File: config.mk
export PLATFORM = sky130hd
export DESIGN_NAME = seg_scan_mux
export DESIGN_NICKNAME = d
export VERILOG_FILES = /design/src/rtl/seg_scan_mux.sv
export SDC_FILE = /design/constraint.sdc
export NUM_CORES = 1
export LEC_CHECK = 0
export CAP_MARGIN = 20
export CORE_MARGIN = 1.5
export CORE_UTILIZATION = 47
export CTS_CLUSTER_SIZE = 25
export DETAILED_ROUTE_END_ITERATION = 6
export DONT_BUFFER_PORTS = 1
export SYNTH_ARGS = -nofsm -noshare
export SYNTH_HDL_FRONTEND = slang
export SYNTH_SLANG_ARGS = --single-unit
File: constraint.sdc
create_clock -name clk -period 7.8 [get_ports clk]
set_input_delay 1.56 -clock clk [delete_from_list [all_inputs] [get_ports clk]]
set_output_delay 1.56 -clock clk [all_outputs]
set_load 0.02 [all_outputs]
File: src/rtl/seg_scan_mux.sv
`default_nettype none
// ============================================================================
// Module : seg_scan_mux
// Brief  : Four-digit seven-segment scanner with dead-time and frame latching.
// Rev    : 1.0  initial release
// ============================================================================
module seg_scan_mux #(
   parameter int BLANK_CYC = 16,
   parameter int SHOW_CYC  = 100000
) (
   input  logic        clk,
   input  logic        rst_n,
   input  logic        en,
   input  logic [27:0] D,
   input  logic [3:0]  AN_in,
   output logic [6:0]  seg,
   output logic [3:0]  an,
   output logic        frame_start
);

   localparam int c_max_cyc = (BLANK_CYC > SHOW_CYC) ? BLANK_CYC : SHOW_CYC;
   localparam int c_cw      = (c_max_cyc > 1) ? $clog2(c_max_cyc) : 1;
   localparam logic [c_cw-1:0] c_blank_last = c_cw'(BLANK_CYC - 1);
   localparam logic [c_cw-1:0] c_show_last  = c_cw'(SHOW_CYC - 1);

   typedef enum logic [1:0] {
      S_LOAD  = 2'd0,
      S_BLANK = 2'd1,
      S_SHOW  = 2'd2
   } state_t;

   state_t          r_state;
   logic [1:0]      r_idx;
   logic [c_cw-1:0] r_cnt;
   logic [6:0]      r_pat [4];
   logic [3:0]      r_sup;
   logic [6:0]      r_seg;
   logic [3:0]      r_an;
   logic            r_fs;

   state_t          w_state;
   logic [1:0]      w_idx;
   logic [c_cw-1:0] w_cnt;
   logic            w_cap;
   logic [6:0]      w_seg;
   logic [3:0]      w_an;
   logic            w_fs;

   // Outputs are registered from the next state so they match the state held
   // in the same cycle. A LOAD whose frame_start is low (after reset or a
   // freeze) has not yet been presented, so it is re-run before capturing.
   always_comb begin
      w_state = r_state;
      w_idx   = r_idx;
      w_cnt   = r_cnt;
      w_cap   = 1'b0;
      case (r_state)
         S_LOAD: begin
            w_idx = 2'd0;
            w_cnt = '0;
            if (r_fs) begin
               w_cap   = 1'b1;
               w_state = S_BLANK;
            end
         end
         S_BLANK: begin
            if (r_cnt == c_blank_last) begin
               w_state = S_SHOW;
               w_cnt   = '0;
            end else begin
               w_cnt = r_cnt + 1'b1;
            end
         end
         S_SHOW: begin
            if (r_cnt == c_show_last) begin
               w_cnt = '0;
               if (r_idx == 2'd3) begin
                  w_state = S_LOAD;
                  w_idx   = 2'd0;
               end else begin
                  w_state = S_BLANK;
                  w_idx   = r_idx + 1'b1;
               end
            end else begin
               w_cnt = r_cnt + 1'b1;
            end
         end
         default: begin
            w_state = S_LOAD;
            w_idx   = 2'd0;
            w_cnt   = '0;
         end
      endcase

      w_fs  = (w_state == S_LOAD);
      w_seg = 7'h7f;
      w_an  = 4'hf;
      if (w_state == S_SHOW) begin
         w_seg = r_pat[w_idx];
         if (!r_sup[w_idx]) begin
            w_an = ~(4'b0001 << w_idx);
         end
      end
   end

   always_ff @(posedge clk) begin
      if (!rst_n) begin
         r_state <= S_LOAD;
         r_idx   <= 2'd0;
         r_cnt   <= '0;
         for (int k = 0; k < 4; k++) begin
            r_pat[k] <= 7'h7f;
         end
         r_sup   <= 4'hf;
         r_seg   <= 7'h7f;
         r_an    <= 4'hf;
         r_fs    <= 1'b0;
      end else if (en) begin
         r_state <= w_state;
         r_idx   <= w_idx;
         r_cnt   <= w_cnt;
         if (w_cap) begin
            for (int k = 0; k < 4; k++) begin
               r_pat[k] <= D[7*k +: 7];
            end
            r_sup <= AN_in;
         end
         r_seg   <= w_seg;
         r_an    <= w_an;
         r_fs    <= w_fs;
      end else begin
         r_seg   <= 7'h7f;
         r_an    <= 4'hf;
         r_fs    <= 1'b0;
      end
   end

   assign seg         = r_seg;
   assign an          = r_an;
   assign frame_start = r_fs;

endmodule
`default_nettype wire

==> flow_summary.toml <==
[status]
status = "finished, final reports clean"

[routing]
wl_per_cell_um = 15.6
viasPerCell = 5.67
num_vias = 2190
drtIter0Drc = 134
finalWirelength_mm = 6.04
drcViolationCount = 0
dr.pass1.iters = 4
ant_nets = 0

[floorplanning]
row_count = 28
die_height_um = 83.1
die_area_mm2 = 0.00690
pin_count = 47
coreArea_mm2 = 0.00606
initial_core_util = 0.497
die_width_um = 83.1

[clocking]
ctsHtreeMaxLevel = 3
cts_tree = "done"
postCtsSetupBuffers = 0
clk_pin_slew_ns = 0.08
cts-hold-fix-buffers = 0
cts_root_buf = "clkbuf_8"
clk_latency_ns = 0.34
cts.sinks = 65
clockBufferDepth = 2
numCtsBuffers = 9
cts-resized-gates = 0

[global_routing]
grt_max_degree = 33
overflow = 0
grt_pass1_vias = 1955
grt_use_total = 0.181
antenna_found_initial = 0
grt_pass1_wl_mm = 9.81

[timing]
rsz0062_at_grt = "false"
setup_tns_ns = 0
max_freq_mhz = 337
drv_slew = 0
setup_slack_ns = 4.83
setup_viol = 0
slew_headroom = 0.332
post-route-min-period_ns = 2.97
fin_crit_sh = 0.381
skew_ns = 0.00672
hold_violations = 0
tightest_slew_ns = 0.999

[hold_path]
min_from = "r_sup[3]"
hold_path.class = "register to register"
whs_endpoint = "an[3]"
whs_path_depth = 1

[logic_synthesis]
synth_flop_cell = "dfxtp_1"
syn_area_mm2 = 0.00301
async_reset_ff_frac = 0
synth.avg_cell_area_um2 = 10.0
ys_ff_latch = 65
synth.net_count = 342
synth_seq_area_share = 0.525
synthDistinctLibCells = 54
synth_cells = 301
yosys_warnings = 0
synth_edf_count = 28

[setup_path]
r2r-start = "r_cnt[13]"
reg2reg_to = "an[0]"
crit_fanout = 11
cp-end-kind = "register"
cp-start-kind = "register"
crit_type = "register to register"
reg2reg_depth = 5
reg2reg_slack_ns = 4.83
cp.required_ns = 8.01
crit_arrival_ns = 3.18

[place]
gp_congestion = 0.779
portBuffers = 0
hpwlAfterDp_mm = 3.86
pre_cts_slack_ns = 4.44

[cells_and_area]
multi_input_area_mm2 = 0.00135
regArea_mm2 = 0.00158
drive_above_1_share = 0.206
nFillCells = 537
nNetsFinal = 347
areaGrowthSynthToFinish_pct = 10.6
insertedDiodeCount = 0

[pwr]
irDropWorstVdd_uv = 183
pwr-share-seq = 0.495
p_sw_uw = 150
p_leak_uw = 0.00108
p_per_area_mw_per_mm2 = 219
pwr-share-clk = 0.477
switching_share = 0.205
internal-power_uw = 580
combPwrFrac = 0.027

[run]
drv_cap = 0
[power by group through the flow]
stage	combinational, µW	clock (µW)	sequential [µW]
6_report	19.8	349	362
5_1_grt	22.4	370	362
4_1_cts	19.8	356	361
3_5_place_dp	19.7	0	369
3_3_place_gp	19.5	0	369
2_1_floorplan	16.8	0	369
[cells in the final DEF (no fill, tap or decap), drive strengths merged, types with 2 or more instances in the layout]
| master | netlist | layout |
|---|---|---|
| a21o | 9 | 9 |
| a21oi | 3 | 3 |
| a22o | 2 | 2 |
| a31o | 2 | 2 |
| a31oi | 2 | 2 |
| buf | 2 | 4 |
| bufinv | 0 | 3 |
| clkbuf | 8 | 11 |
| dfxtp | 37 | 37 |
| edfxtp | 28 | 28 |
| ha | 6 | 6 |
| inv | 7 | 8 |
| nand2 | 56 | 56 |
| nand3 | 30 | 30 |
| nand4 | 5 | 5 |
| nor2 | 9 | 9 |
| nor2b | 3 | 3 |
| nor3 | 3 | 3 |
| nor4 | 2 | 2 |
| o211a | 2 | 2 |
| o21ai | 11 | 11 |
| o22a | 4 | 4 |
| o311ai | 5 | 5 |
| or2 | 28 | 28 |
| or4 | 7 | 7 |
| or4b | 2 | 2 |
| xnor2 | 4 | 4 |
| xor2 | 2 | 2 |
[flip-flops by register name, summed over array words and instances (netlist names)]
name and count:
r_pat 28, seg 7, frame_start 1, r_idx 2
r_sup 4, r_state 2, r_cnt 17, an 4
[worst max-delay path, stage by stage, from the launching register on]
cell and delay [ns]:
dfxtp_1 0.36, or4_4 0.59, o41ai_4 0.57, a41o_1 0.26
or4b_4 0.57, or4_1 0.50
[final cells by class]
type | instances | area share
clock buffer | 10 | 0.0383
clock inverter | 6 | 0.0345
inverter | 7 | 0.00788
multi-input combinational | 218 | 0.404
sequential | 65 | 0.474
tap | 75 | 0.0281
timing repair buffer | 5 | 0.0128
[stage by stage]
stage                     total power [µW]  cells  hold WS, ns   util  area [µm²]
after global routing                   755    386        0.469  0.550        3330
after global placement                 389    367        0.426  0.506        3060
after floorplan                        386    301        0.417      -        3010
final                                  730    386        0.446  0.550        3330
after CTS                              737    383        0.447  0.546        3310
after detailed placement               389    367        0.430  0.506        3060
[routing by layer]
layer	up-vias	share of wire	GRT usage
li1	1112	-	-
met1	1029	0.49	0.250
met2	45	0.46	0.268
met3	4	0.046	0.0656
met4	0	0.0066	0.0545
met5	-	0	0
[worst max-delay path by stage]
stage	startpoint	end	cells after the start
floorplan	rst_n	an[2]	5
global placement	rst_n	r_pat[2][2]	2
detailed placement	rst_n	r_pat[3][0]	2
CTS	r_cnt[13]	seg[0]	6
global route	r_cnt[13]	seg[0]	7
finish	r_cnt[13]	an[0]	5
[cells by family after synthesis]
kind of cell             after synthesis  synth area share
XOR/XNOR                               6            0.0174
AO/OA/AOI/OAI                         55             0.149
AND/OR/NAND/NOR                      150             0.252
adder cells (fa/ha/maj)                6            0.0249
flip-flops                            65             0.525
multiplexers                           1           0.00332
buffers and inverters                 18            0.0282
[synth_stat cells, types with 3 or more instances]
| cell type | instances | share of area |
|---|---|---|
| o21ai_0 | 11 | 0.018 |
| clkbuf_1 | 8 | 0.010 |
| nor3_1 | 3 | 0.0050 |
| a21oi_1 | 3 | 0.0050 |
| nand4_1 | 5 | 0.010 |
| nand2_1 | 56 | 0.070 |
| o22a_1 | 4 | 0.012 |
| nor2_1 | 9 | 0.011 |
| nor2b_1 | 3 | 0.0062 |
| or4_1 | 5 | 0.012 |
| o311ai_0 | 5 | 0.015 |
| xnor2_1 | 4 | 0.012 |
| nand3_1 | 30 | 0.050 |
| dfxtp_1 | 37 | 0.25 |
| a21o_2 | 7 | 0.020 |
| ha_1 | 6 | 0.025 |
| inv_1 | 7 | 0.0087 |
| or2_2 | 28 | 0.058 |
| edfxtp_1 | 28 | 0.28 |
Note: power is estimated with default switching activity, not from simulation.
